### src/rtl/button_gesture_if.sv
// Button gesture bus: debounced level in, one-cycle gesture pulses and status levels out.
// The slave modport is the gesture classifier; master is the environment driving the button.
interface button_gesture_if;
   logic btn_state;
   logic click;
   logic double_click;
   logic long_press;
   logic auto_repeat;
   logic held;
   logic busy;

   modport master (
      output btn_state,
      input  click, double_click, long_press, auto_repeat, held, busy
   );

   modport slave (
      input  btn_state,
      output click, double_click, long_press, auto_repeat, held, busy
   );
endinterface

### src/rtl/button_gesture.sv
// Classifies a debounced button level into click / double click / long press pulses.
// Optional auto-repeat while held is enabled by defining BUTTON_GESTURE_AUTOREPEAT_EN.
module button_gesture #(
   parameter int unsigned LONG_CYCLES   = 25000000,
   parameter int unsigned DCLICK_CYCLES = 12500000,
   parameter int unsigned REPEAT_CYCLES = 5000000,
   parameter int unsigned CNT_W         = 25
) (
   input logic               CLK,
   input logic               RST,
   button_gesture_if.slave   bus
);

   localparam int unsigned MaxLd     = (LONG_CYCLES > DCLICK_CYCLES) ? LONG_CYCLES : DCLICK_CYCLES;
   localparam int unsigned MaxCycles = (MaxLd > REPEAT_CYCLES) ? MaxLd : REPEAT_CYCLES;

   if (LONG_CYCLES < 2 || DCLICK_CYCLES < 2 || REPEAT_CYCLES < 2) begin : g_bad_cycles
      $error("button_gesture: cycle parameters must be >= 2");
   end
   if ($clog2(MaxCycles) > CNT_W) begin : g_bad_width
      $error("button_gesture: CNT_W too narrow for cycle parameters");
   end

   localparam logic [CNT_W-1:0] LongLast   = CNT_W'(LONG_CYCLES - 1);
   localparam logic [CNT_W-1:0] DclickLast = CNT_W'(DCLICK_CYCLES - 1);
`ifdef BUTTON_GESTURE_AUTOREPEAT_EN
   localparam logic [CNT_W-1:0] RepeatLast = CNT_W'(REPEAT_CYCLES - 1);
`endif

   typedef enum logic [2:0] {StIdle, StPress1, StGap, StLock, StHeld} state_e;

   state_e           state_q, state_d;
   logic [CNT_W-1:0] cnt_q, cnt_d;
   logic             btn_prev_q, btn_prev_d;
   logic             click_q, click_d;
   logic             dclick_q, dclick_d;
   logic             long_q, long_d;
   logic             held_q, held_d;
   logic             busy_q, busy_d;
`ifdef BUTTON_GESTURE_AUTOREPEAT_EN
   logic             rpt_q, rpt_d;
`endif

   logic press_edge;
   assign press_edge = bus.btn_state & ~btn_prev_q;

   always_comb begin
      state_d    = state_q;
      cnt_d      = cnt_q;
      btn_prev_d = bus.btn_state;
      click_d    = 1'b0;
      dclick_d   = 1'b0;
      long_d     = 1'b0;
`ifdef BUTTON_GESTURE_AUTOREPEAT_EN
      rpt_d      = 1'b0;
`endif
      unique case (state_q)
         StIdle: begin
            if (press_edge) begin
               state_d = StPress1;
               cnt_d   = '0;
            end
         end
         StPress1: begin
            // Release takes priority over reaching the long threshold.
            if (!bus.btn_state) begin
               state_d = StGap;
               cnt_d   = '0;
            end else if (cnt_q == LongLast) begin
               state_d = StHeld;
               long_d  = 1'b1;
               cnt_d   = '0;
            end else begin
               cnt_d = cnt_q + CNT_W'(1);
            end
         end
         StGap: begin
            if (bus.btn_state) begin
               state_d  = StLock;
               dclick_d = 1'b1;
            end else if (cnt_q == DclickLast) begin
               state_d = StIdle;
               click_d = 1'b1;
            end else begin
               cnt_d = cnt_q + CNT_W'(1);
            end
         end
         StLock: begin
            if (!bus.btn_state) state_d = StIdle;
         end
         StHeld: begin
            if (!bus.btn_state) begin
               state_d = StIdle;
            end
`ifdef BUTTON_GESTURE_AUTOREPEAT_EN
            else if (cnt_q == RepeatLast) begin
               rpt_d = 1'b1;
               cnt_d = '0;
            end else begin
               cnt_d = cnt_q + CNT_W'(1);
            end
`endif
         end
         default: state_d = StIdle;
      endcase
      busy_d = (state_d != StIdle);
      held_d = (state_d == StHeld);
   end

   // btn_prev resets high so a button held through reset must be released first.
   always_ff @(posedge CLK or posedge RST) begin
      if (RST) begin
         state_q    <= StIdle;
         cnt_q      <= '0;
         btn_prev_q <= 1'b1;
         click_q    <= 1'b0;
         dclick_q   <= 1'b0;
         long_q     <= 1'b0;
         held_q     <= 1'b0;
         busy_q     <= 1'b0;
`ifdef BUTTON_GESTURE_AUTOREPEAT_EN
         rpt_q      <= 1'b0;
`endif
      end else begin
         state_q    <= state_d;
         cnt_q      <= cnt_d;
         btn_prev_q <= btn_prev_d;
         click_q    <= click_d;
         dclick_q   <= dclick_d;
         long_q     <= long_d;
         held_q     <= held_d;
         busy_q     <= busy_d;
`ifdef BUTTON_GESTURE_AUTOREPEAT_EN
         rpt_q      <= rpt_d;
`endif
      end
   end

   assign bus.click        = click_q;
   assign bus.double_click = dclick_q;
   assign bus.long_press   = long_q;
   assign bus.held         = held_q;
   assign bus.busy         = busy_q;
`ifdef BUTTON_GESTURE_AUTOREPEAT_EN
   assign bus.auto_repeat  = rpt_q;
`else
   assign bus.auto_repeat  = 1'b0;
`endif

endmodule

### src/flat_wrapper.sv
// flat-port wrapper written by rule: the top's interface ports become plain ports
module button_gesture_flat 
#(
   parameter int unsigned LONG_CYCLES   = 25000000,
   parameter int unsigned DCLICK_CYCLES = 12500000,
   parameter int unsigned REPEAT_CYCLES = 5000000,
   parameter int unsigned CNT_W         = 25
)
  (CLK, RST, bus_btn_state, bus_click, bus_double_click, bus_long_press, bus_auto_repeat, bus_held, bus_busy);
  button_gesture_if bus_i ();
  input logic CLK;
  input logic RST;
  input wire logic [$bits(bus_i.btn_state)-1:0] bus_btn_state;
  output wire logic [$bits(bus_i.click)-1:0] bus_click;
  output wire logic [$bits(bus_i.double_click)-1:0] bus_double_click;
  output wire logic [$bits(bus_i.long_press)-1:0] bus_long_press;
  output wire logic [$bits(bus_i.auto_repeat)-1:0] bus_auto_repeat;
  output wire logic [$bits(bus_i.held)-1:0] bus_held;
  output wire logic [$bits(bus_i.busy)-1:0] bus_busy;
  assign bus_i.btn_state = bus_btn_state;
  assign bus_click = bus_i.click;
  assign bus_double_click = bus_i.double_click;
  assign bus_long_press = bus_i.long_press;
  assign bus_auto_repeat = bus_i.auto_repeat;
  assign bus_held = bus_i.held;
  assign bus_busy = bus_i.busy;
  button_gesture #(.LONG_CYCLES(LONG_CYCLES), .DCLICK_CYCLES(DCLICK_CYCLES), .REPEAT_CYCLES(REPEAT_CYCLES), .CNT_W(CNT_W)) u_core (.CLK(CLK), .RST(RST), .bus(bus_i));
endmodule
### config.mk
export PLATFORM = sky130hd
export DESIGN_NAME = button_gesture_flat
export DESIGN_NICKNAME = d
export VERILOG_FILES = /design/src/rtl/button_gesture_if.sv /design/src/rtl/button_gesture.sv /design/src/flat_wrapper.sv
export SDC_FILE = /design/constraint.sdc
export NUM_CORES = 1
export LEC_CHECK = 0
export BUFFER_PORTS_ARGS = -buffer_cell sky130_fd_sc_hd__buf_2
export CAP_MARGIN = 30
export CORE_MARGIN = 5
export CORE_UTILIZATION = 55
export CTS_BUF_LIST = sky130_fd_sc_hd__clkbuf_4 sky130_fd_sc_hd__clkbuf_8
export DETAILED_ROUTE_END_ITERATION = 8
export PLACE_DENSITY = 0.81
export SLEW_MARGIN = 20
export SYNTH_ARGS = -nofsm -noshare
export SYNTH_HDL_FRONTEND = slang
export SYNTH_SLANG_ARGS = --single-unit
### constraint.sdc
create_clock -name CLK -period 5.5 [get_ports CLK]
set_input_delay 1.1 -clock CLK [delete_from_list [all_inputs] [get_ports CLK]]
set_output_delay 1.1 -clock CLK [all_outputs]
set_load 0.02 [all_outputs]
==> results of run 1 <==
[worst max-delay path by stage]
stage | startpoint | end | slack (ps) | cells after the start
floorplan | bus_btn_state | u_core.cnt_q[14] | 3070 | 6
global placement | bus_btn_state | u_core.cnt_q[21] | 2490 | 7
detailed placement | bus_btn_state | u_core.cnt_q[21] | 2400 | 7
CTS | bus_btn_state | u_core.cnt_q[21] | 2760 | 7
global route | bus_btn_state | u_core.cnt_q[21] | 2540 | 7
finish | bus_btn_state | u_core.cnt_q[21] | 2730 | 7
[metal layers]
layer  track usage  wire, µm  up-vias
met5             0         0        -
met4         0.102        68        0
met3        0.0438       202        6
met2         0.257      1580       36
met1         0.234      1620      687
li1              -         -      718
[synth_stat cells, types with 2 or more instances]
library cell  number
xor2_1            18
and4_1             4
nor2_1            27
nor4b_1            2
inv_1              7
o22ai_1            3
buf_6              2
buf_4              2
nor3_1             7
and3_1             6
nand4_1           10
o21ai_0            5
clkbuf_1           3
dfrtp_1           33
buf_2              4
nand2b_1           4
a21oi_1            6
nand3_1           15
nand2_1           14
nand3_2            4
or3_1              2
[area by class of cell]
class / count / area, µm²
well taps: 46 / 57.6
flip-flops and latches: 34 / 852
repair buffers: 9 / 50.0
multi-input cells: 150 / 960
inverters: 7 / 26.3
fillers: 301 / 1330
clock inverters: 1 / 5.00
clock buffers: 7 / 58.8
[power groups by stage]
stage | clock network, W | logic (W) | registers (W)
4_1_cts | 0.000152 | 0.0000945 | 0.000283
6_report | 0.000148 | 0.0000940 | 0.000283
3_3_place_gp | 0 | 0.0000917 | 0.000288
2_1_floorplan | 0 | 0.0000728 | 0.000286
3_5_place_dp | 0 | 0.0000940 | 0.000288
5_1_grt | 0.000164 | 0.000111 | 0.000287
[kinds of logic after synthesis]
| logic type | count (synthesis) | synth area share |
|---|---|---|
| compound gates | 23 | 0.0908 |
| xor+xnor | 19 | 0.0875 |
| fa+ha+maj | 1 | 0.00658 |
| buf+inv | 18 | 0.0500 |
| flops | 34 | 0.448 |
| mux | 1 | 0.00526 |
| other cells | 1 | 0.00197 |
| simple gates | 105 | 0.310 |
[sequential cells by signal (all words and copies together), names as in the netlist]
name / count
u_core.btn_prev_q: 1
u_core.bus.long_press: 1
u_core.bus.held: 1
u_core.state_q: 3
u_core.bus.click: 1
u_core.cnt_q: 25
u_core.bus.double_click: 1
u_core.bus.busy: 1
[worst register-to-register path: stages, from the launching register on]
cell and delay, ps:
dfrtp_1 420, ha_1 220, and4_1 270, nand2_1 120
nor3_1 370, o22ai_1 160, nor3_2 590, buf_4 310
nor2_1 70
[through the flow]
stage                util  power, W  area (µm²)  cells  hold slack, ps
global placement    0.583  0.000379        1950    246             534
CTS                 0.602  0.000529        2010    254             548
global route        0.602  0.000562        2010    254             602
detailed placement  0.583  0.000382        1950    246             534
finish              0.602  0.000525        2010    254             554
floorplan               -  0.000358        1900    202             475
==> metrics.txt, run 1 <==
Slowest-stage cell, CP=a21oi_2; vias per cell=about 5.7; ANT cells=0; sequential share of the synthesized area=0.448; Worst-path clk slew=100 ps; Worst setup EP type=flop; Setup Buffers After CTS=0; slowest stage delay, CP=about 550 ps; drt first pass iters=4; R2R setup slack=between 2000 and 3000 ps; hold endpoint=u_core.bus.long_press; CP cell instances=buf_2 -> nor2b_1 -> o21ai_1 -> a21oi_2 -> nand2_1 -> or3_1 -> a21oi_1; Post-Synthesis Cells=around 200; Worst Clk Skew=slightly below 4 ps; Die Height=roughly 70 µm; overall routing resource usage=0.175; Yosys top cell by area=dfrtp_1; synthesized area=1900 µm²; worst hold path type=flop to flop; Setup TNS Final=0 ps; Slew @ Worst Pin=roughly 750 ps; relative max-transition margin=0.495; Synth async-reset ratio=1.00; Routed wire per std cell=~14 µm; PwrDens=between 200 and 300 nW/µm²; crit path kind=input port to flop; Yosys reg bits=34; Worst Path Buf+Inv=1; most common cell after layout, fill and taps aside=dfrtp_1; # setup viols final=0; CTS Buf Count=5; run status=finished clean; cell family with most CP delay=compound AO/OA/AOI/OAI gates; Post-DP HPWL=about 2500 µm; mean post-synth cell area=around 9.4 µm²; fraction of the cycle the final worst path needs=0.503; global-route wire length before repair=between 6000 and 7000 µm; TritonCTS clock tree=built; Final Worst Setup Slack=approximately 2700 ps; share of layout cells above drive strength 1=0.139; initial core utilization=0.570; Static Leak=around 0.87 nW; Worst R2R Start=u_core.cnt_q[0]; antenna viol nets, final=0; Placement Rows=21; GPL Wtd Cong=~0.86; CP Max Fanout=13; Slew Viols, Final=0; switching component of the power=0.000165 W; synthesis-to-finish area growth=5.66%; TritonCTS Sinks=34; core area=~3300 µm²; clock latency reported for the late side of the worst-skew pair=approximately 330 ps; switching part of the total=0.315; Final Hold Fails=0; I/O pin cnt=9; syn nets=206; main area contributors after synthesis=dfrtp_1, xor2_1, nor2_1; RSZ-0062 raised after global routing=no; Int Pwr=approximately 0.00036 W; Synth Flop Type=dfrtp_1; most frequent cells in the layout=dfrtp_1, nor2_1, xor2_1; GR Overflow Total=0; Via Count=between 1000 and 1500; post-place setup slack=about 2400 ps; clk root buf=clkbuf_4; initial antenna violation count=0; hold_sp=u_core.state_q[1]; Syn. warnings=0; largest net degree at the start of global routing=35; sequential share of power=0.539; Clock power frac=0.282; crit path launch type=input port; FF-to-FF path depth=8; CP arrival=about 3000 ps; max cap viols=0; RR Endpoint=u_core.cnt_q[8]; fin crit period=between 2000 and 3000 ps; Post-route DRC=0; Yosys top cell area share=0.434; IO Port Bufs=7; Max Fclk=roughly 360 MHz; post_cts resized=0; die area=about 4700 µm²; CTS max path bufs=2; Hold-fix buffers, CTS=0; combinational share of power=0.179; Worst Path Required=between 5000 and 6000 ps; Die Wd=just under 70 µm; peak supply drop=about 0.17 mV; Cell variety after synth=45; Cells on Worst Hold Path=1; H-tree Lvls=2; initial drt markers=between 100 and 150; EDFF count, synth=0; DRT Wirelength=around 3500 µm; vias in the first global route=~1400; Nets=211
(Power assumes the default switching activity.)
==> run 2: changes to the inputs <==
--- a/config.mk
+++ b/config.mk
@@ -5,13 +5,14 @@
 export SDC_FILE = /design/constraint.sdc
 export NUM_CORES = 1
 export LEC_CHECK = 0
+export ABC_AREA = 1
 export BUFFER_PORTS_ARGS = -buffer_cell sky130_fd_sc_hd__buf_2
 export CAP_MARGIN = 30
 export CORE_MARGIN = 5
 export CORE_UTILIZATION = 55
 export CTS_BUF_LIST = sky130_fd_sc_hd__clkbuf_4 sky130_fd_sc_hd__clkbuf_8
 export DETAILED_ROUTE_END_ITERATION = 8
-export PLACE_DENSITY = 0.81
+export PLACE_DENSITY = 0.83
 export SLEW_MARGIN = 20
 export SYNTH_ARGS = -nofsm -noshare
 export SYNTH_HDL_FRONTEND = slang
==> constraint.sdc (replaced) <==
create_clock -name CLK -period 2.4 [get_ports CLK]
set_input_delay 0.48 -clock CLK [delete_from_list [all_inputs] [get_ports CLK]]
set_output_delay 0.48 -clock CLK [all_outputs]
set_load 0.02 [all_outputs]
==> run 2 against run 1 <==
Global-route usage is 3.8 points higher. Setup slack lost 2400 ps. Largest cell class unchanged. Flip-flop and latch count stayed put. Area after synthesis rose by 19%. Highest routed layer unchanged. Via count up 50%. Design area rose by 22%. Cell count grew 58%.
==> metrics.txt, run 2 <==
initial drt markers=192 (was 148); fin crit period=2120 ps; Top Registers=u_core.cnt_q (25), u_core.state_q (3) (unchanged); most common cell in the netlist=nand2_1 (was dfrtp_1); Synth top cells by count=nand2_1, inv_1, nor2_1 (was dfrtp_1, nor2_1, xor2_1); max FFs per register=25 (unchanged); I/O pin cnt=9 (unchanged); ANT cells=0 (unchanged); initial core utilization=0.566 (was 0.570); syn nets=347 (was 206); fraction of the cycle the final worst path needs=0.882; Stages on worst setup path=11 (was 7); Post-DP HPWL=3930 µm (was 2500 µm); Synth async-reset ratio=1.00 (unchanged); crit path launch type=flop (was input port); clock latency reported for the late side of the worst-skew pair=290 ps (was 330 ps); Post-route DRC=0 (unchanged); GR Overflow Total=0 (unchanged); worst hold path type=input port to asynchronous set/reset pin (was flop to flop); crit path kind=flop to flop (was input port to flop); FF-to-FF path depth=11 (was 8); synthesis-to-finish area growth=8.51% (was 5.66%); relative max-transition margin=0.669 (was 0.495); Synth Flop Type=dfrtp_1 (unchanged); TritonCTS Sinks=34 (unchanged); DRT Wirelength=5170 µm (was 3470 µm); CTS max path bufs=2 (unchanged); Final Worst Setup Slack=283 ps (was 2730 ps); Worst setup EP type=flop (unchanged); Slew Viols, Final=0 (unchanged); most common cell after layout, fill and taps aside=nand2_1 (was dfrtp_1); Post-Synthesis Cells=343 (was 202); cell family with most CP delay=simple AND/OR/NAND/NOR gates (was compound AO/OA/AOI/OAI gates); Biggest register=u_core.cnt_q (unchanged); initial antenna violation count=0 (unchanged); post-route insts no fill=402 (was 254); # setup viols final=0 (unchanged); Setup TNS Final=0 ps (unchanged); CP Max Fanout=8 (was 13); Placed Instance Area=2310 µm² (was 1950 µm²); Yosys reg bits=34 (unchanged); Yosys top cell by area=dfrtp_1 (unchanged); global-route wire length before repair=9050 µm (was 6060 µm); Final Hold Fails=0 (unchanged); vias per cell=5.41 (was 5.70); Slowest-stage cell, CP=dfrtp_1 (was a21oi_2); Cell variety after synth=29 (was 45); Syn. warnings=0 (unchanged); Yosys top cell area share=0.365 (was 0.434); largest net degree at the start of global routing=35 (unchanged); slowest stage delay, CP=390 ps (was 550 ps); Die Wd=74.2 µm (was 68.8 µm); peak supply drop=0.447 mV (was 0.171 mV); drt first pass iters=5 (was 4); EDFF count, synth=0 (unchanged); Via Count=2173 (was 1447); Static Leak=1.20 nW (was 0.872 nW); GPL Wtd Cong=0.972 (was 0.857); run status=finished clean (unchanged); share of layout cells above drive strength 1=0.105 (was 0.139); H-tree Lvls=2 (unchanged); Max Fclk=472 MHz; Nets=355 (was 211); final instance area=2460 µm² (was 2010 µm²); Setup Buffers After CTS=0 (unchanged); TritonCTS clock tree=built (unchanged); Worst Path Required=2580 ps (was 5760 ps); overall routing resource usage=0.213 (was 0.175); Hold-fix buffers, CTS=0 (unchanged); CP cell instances=ha_1 -> nand2_1 -> nor2_4 -> nand2_2 -> nor2_1 -> nand2_1 -> nand2_1 -> nand2_2 -> nor2_2 -> buf_4 -> nor2_1 (was buf_2 -> nor2b_1 -> o21ai_1 -> a21oi_2 -> nand2_1 -> or3_1 -> a21oi_1); post_cts resized=0 (unchanged); Placement Rows=23 (was 21); Worst Path Buf+Inv=1 (unchanged); Die Height=74.2 µm (was 68.8 µm); fillers=374 (was 301); PwrDens=779 nW/µm² (was 261 nW/µm²); IO Port Bufs=7 (unchanged); synthesized area=2260 µm² (was 1900 µm²); max cap viols=0 (unchanged); Slew @ Worst Pin=492 ps (was 754 ps); most frequent CP cell=nand2_1; Worst Clk Skew=9.81 ps (was 3.88 ps); clk root buf=clkbuf_8 (was clkbuf_4); Hold Worst Slack=265 ps (was 554 ps); most frequent cells in the layout=nand2_1, inv_1, nor2_1 (was dfrtp_1, nor2_1, xor2_1); main area contributors after synthesis=dfrtp_1, nand2_1, inv_1 (was dfrtp_1, xor2_1, nor2_1); CTS Buf Count=5 (unchanged); core area=4000 µm² (was 3340 µm²); Worst-path clk slew=70 ps (was 100 ps); antenna viol nets, final=0 (unchanged); post-place setup slack=318 ps (was 2400 ps); Placed Cells incl. Taps=394 (was 246); Routed wire per std cell=12.9 µm (was 13.7 µm); die area=5500 µm² (was 4730 µm²); RSZ-0062 raised after global routing=no (unchanged); CP arrival=2300 ps (was 3030 ps); sequential share of the synthesized area=0.376 (was 0.448); vias in the first global route=2026 (was 1367); mean post-synth cell area=6.60 µm² (was 9.41 µm²)
[run 2: cell type report]
cell class | instances | area, µm² | area share
Clock inverter | 2 | 60.1 | 0.0244
Inverter | 51 | 194 | 0.0789
Tap cell | 50 | 62.6 | 0.0255
Sequential cell | 34 | 852 | 0.347
Multi-Input combinational cell | 250 | 1160 | 0.470
Clock buffer | 6 | 82.6 | 0.0336
Timing Repair Buffer | 9 | 50.0 | 0.0204
[run 2: final timing paths]
path	start	endpoint	slack [ps]
setup reg to reg	u_core.cnt_q[0]	u_core.cnt_q[21]	280
hold / removal	RST	u_core.cnt_q[10]	270
hold reg to reg	u_core.cnt_q[0]	u_core.cnt_q[0]	530
setup / recovery	u_core.cnt_q[0]	u_core.cnt_q[21]	280
min in group CLK	bus_btn_state	u_core.btn_prev_q	380
max in group asynchronous	RST	u_core.btn_prev_q	1810
[run 2: logic make-up (layout without fill, tap and decap cells)]
| family | count (synthesis) | count (layout) | synth area share |
|---|---|---|---|
| adder cells (fa/ha/maj) | 1 | 1 | 0.00552 |
| XOR/XNOR | 3 | 3 | 0.0116 |
| buffers and inverters | 59 | 68 | 0.113 |
| flip-flops | 34 | 34 | 0.376 |
| AND/OR/NAND/NOR | 224 | 224 | 0.440 |
| other | 1 | 1 | 0.00166 |
| AO/OA/AOI/OAI | 21 | 21 | 0.0514 |
[run 2: per-layer routing]
metal	wire length, µm	up-vias	part of all wire	track usage
met3	336	16	0.065	0.0486
met5	0	-	0	0
met2	2340	74	0.45	0.330
met1	2340	993	0.45	0.287
met4	150	0	0.029	0.0946
li1	-	1090	-	-
[run 2: power breakdown]
group	internal, W	leakage, nW	switching (W)
combinational	0.000150	0.661	0.000459
clock	0.000443	0.0714	0.000207
sequential	0.000617	0.464	0.0000384
[run 2: worst reg2reg max path, stage by stage (launching register included)]
cell	delay (ps)
dfrtp_1	390
ha_1	200
nand2_1	110
nor2_4	170
nand2_2	110
nor2_1	160
nand2_1	70
nand2_1	100
nand2_2	140
nor2_2	310
buf_4	200
nor2_1	50
[run 2: stage by stage]
step | utilization | total power (W)
2_1_floorplan | - | 0.00121
3_3_place_gp | 0.579 | 0.00126
3_5_place_dp | 0.579 | 0.00127
4_1_cts | 0.614 | 0.00193
5_1_grt | 0.614 | 0.00204
6_report | 0.614 | 0.00191
==> run 3: changes to the inputs <==
--- a/config.mk
+++ b/config.mk
@@ -13,6 +13,7 @@
 export CTS_BUF_LIST = sky130_fd_sc_hd__clkbuf_4 sky130_fd_sc_hd__clkbuf_8
 export DETAILED_ROUTE_END_ITERATION = 8
 export PLACE_DENSITY = 0.83
+export RECOVER_POWER = 25
 export SLEW_MARGIN = 20
 export SYNTH_ARGS = -nofsm -noshare
 export SYNTH_HDL_FRONTEND = slang
==> run 3 against run 2 <==
The run now ends with capacitance limit, slew limit left. Clock power is essentially flat. Wire length is essentially flat. Via count grew 0.14%. Design area shrank 0.20%. Clock-buffer cell count is the same. Combinational power is essentially flat. Worst hold slack gained 210 ps. Clock skew is essentially flat. Register-to-register slack is essentially flat. Cell count is the same. Largest power group unchanged. Highest routed layer unchanged.
==> metrics.txt, run 3 (same netlist as run 2, synthesis figures left out) <==
Biggest register=u_core.cnt_q (unchanged); PwrDens=780 nW/µm² (was 779 nW/µm²); ANT cells=0 (unchanged); area of the multi-input gates=1160 µm² (unchanged); failing checks=capacitance limit, slew limit; Top Registers=u_core.cnt_q (25), u_core.state_q (3) (unchanged); most frequent cells in the layout=nand2_1, inv_1, nor2_1 (unchanged); RSZ-0062 raised after global routing=no (unchanged); CTS max path bufs=2 (unchanged); CP Max Fanout=8 (unchanged); GPL Wtd Cong=0.972 (unchanged); H-tree Lvls=2 (unchanged); post_cts resized=0 (unchanged); TritonCTS clock tree=built (unchanged); Post-route DRC=0 (unchanged); vias per cell=5.41 (about the same); Worst-path clk slew=70 ps (about the same); die area=5500 µm² (unchanged); Die Height=74.2 µm (unchanged); vias in the first global route=2026 (unchanged); Post-DP HPWL=3930 µm (unchanged); initial drt markers=192 (unchanged); crit path launch type=flop (unchanged); relative max-transition margin=-0.177 (was 0.669); clk root buf=clkbuf_8 (unchanged); Nets=355 (unchanged); worst hold path type=input port to flop (was input port to asynchronous set/reset pin); Worst Path Required=2580 ps (about the same); max cap viols=1 (was 0); Max Fclk=472 MHz (about the same); peak supply drop=0.444 mV (was 0.447 mV); Routed wire per std cell=12.9 µm (about the same); fraction of the cycle the final worst path needs=0.882 (about the same); Setup Buffers After CTS=0 (unchanged); run status=finished with violations (was finished clean); post-route insts no fill=402 (unchanged); Final Hold Fails=0 (unchanged); GR Overflow Total=0 (unchanged); Slew @ Worst Pin=1770 ps (was 492 ps); Setup TNS Final=0 ps (unchanged); I/O pin cnt=9 (unchanged); largest net degree at the start of global routing=35 (unchanged); antenna viol nets, final=0 (unchanged); fin crit period=2120 ps (about the same); share of layout cells above drive strength 1=0.0994 (was 0.105); Placement Rows=23 (unchanged); Slew Viols, Final=35 (was 0); global-route wire length before repair=9050 µm (unchanged); DRT Wirelength=5170 µm (about the same); max FFs per register=25 (unchanged); Static Leak=1.19 nW (was 1.20 nW); core area=4000 µm² (unchanged); Hold-fix buffers, CTS=0 (unchanged); sequential cell area=852 µm² (unchanged); Die Wd=74.2 µm (unchanged); Placed Cells incl. Taps=394 (unchanged); overall routing resource usage=0.213 (unchanged); clock latency reported for the late side of the worst-skew pair=290 ps (about the same); Worst Clk Skew=9.80 ps (was 9.81 ps); initial core utilization=0.566 (unchanged); synthesis-to-finish area growth=8.29% (was 8.51%); Core Util, Final=0.613 (was 0.614); CTS Buf Count=5 (unchanged); CP arrival=2300 ps (about the same); # setup viols final=0 (unchanged); initial antenna violation count=0 (unchanged); fillers=377 (was 374); Worst setup EP type=flop (unchanged); drt first pass iters=5 (unchanged); Via Count=2176 (was 2173); most common cell after layout, fill and taps aside=nand2_1 (unchanged); IO Port Bufs=7 (unchanged); TritonCTS Sinks=34 (unchanged); crit path kind=flop to flop (unchanged)
==> run 3: changes by cell type in the layout (fill, tap and decap cells not counted), sizes merged <==
| cell | previous run | this run |
|---|---|---|
| buf | 9 | 7 |
| clkbuf | 6 | 8 |
==> run 3: cell type report <==
| cell class | count | share of cell area |
|---|---|---|
| flip-flops and latches | 34 | 0.347 |
| clock inverters | 2 | 0.0245 |
| clock buffers | 6 | 0.0337 |
| inverters | 51 | 0.0791 |
| multi-input cells | 250 | 0.471 |
| well taps | 50 | 0.0255 |
| repair buffers | 9 | 0.0184 |
==> run 3: layer usage <==
metal | vias to the layer above | share of wire | GRT usage
met5 | - | 0 | 0
met4 | 0 | 0.029 | 0.0946
met3 | 16 | 0.065 | 0.0486
met2 | 75 | 0.45 | 0.330
met1 | 995 | 0.45 | 0.287
li1 | 1090 | - | -
==> run 3: through the flow <==
step           setup slack (ps)  total power, W  hold WS (ps)  area, µm²
2_1_floorplan               752         0.00121           475       2260
3_3_place_gp                412         0.00126           505       2310
3_5_place_dp                318         0.00127           511       2310
4_1_cts                     306         0.00193           277       2460
5_1_grt                     143         0.00204           470       2450
6_report                    283         0.00191           470       2450
==> run 3: report_power, final <==
part / total (W) / internal (W) / switching (W)
clock: 0.000651 / 0.000443 / 0.000208
combinational: 0.000607 / 0.000149 / 0.000459
sequential: 0.000656 / 0.000617 / 0.0000384
==> run 3: worst paths after layout <==
check	startpoint	end	slack, ps	cells past startpoint
worst max-delay path	u_core.cnt_q[0]	u_core.cnt_q[21]	280	11
worst max register to register	u_core.cnt_q[0]	u_core.cnt_q[21]	280	11
max in group asynchronous	RST	u_core.cnt_q[0]	570	3
worst min-delay path	bus_btn_state	u_core.btn_prev_q	470	1
worst min register to register	u_core.cnt_q[0]	u_core.cnt_q[0]	530	1
min in group asynchronous	RST	u_core.cnt_q[21]	800	3
==> run 3: worst max-delay path: stages (launching register included) <==
cell     delay [ps]
dfrtp_1         390
ha_1            200
nand2_1         110
nor2_4          170
nand2_2         110
nor2_1          160
nand2_1          70
nand2_1         100
nand2_2         140
nor2_2          310
buf_4           200
nor2_1           50
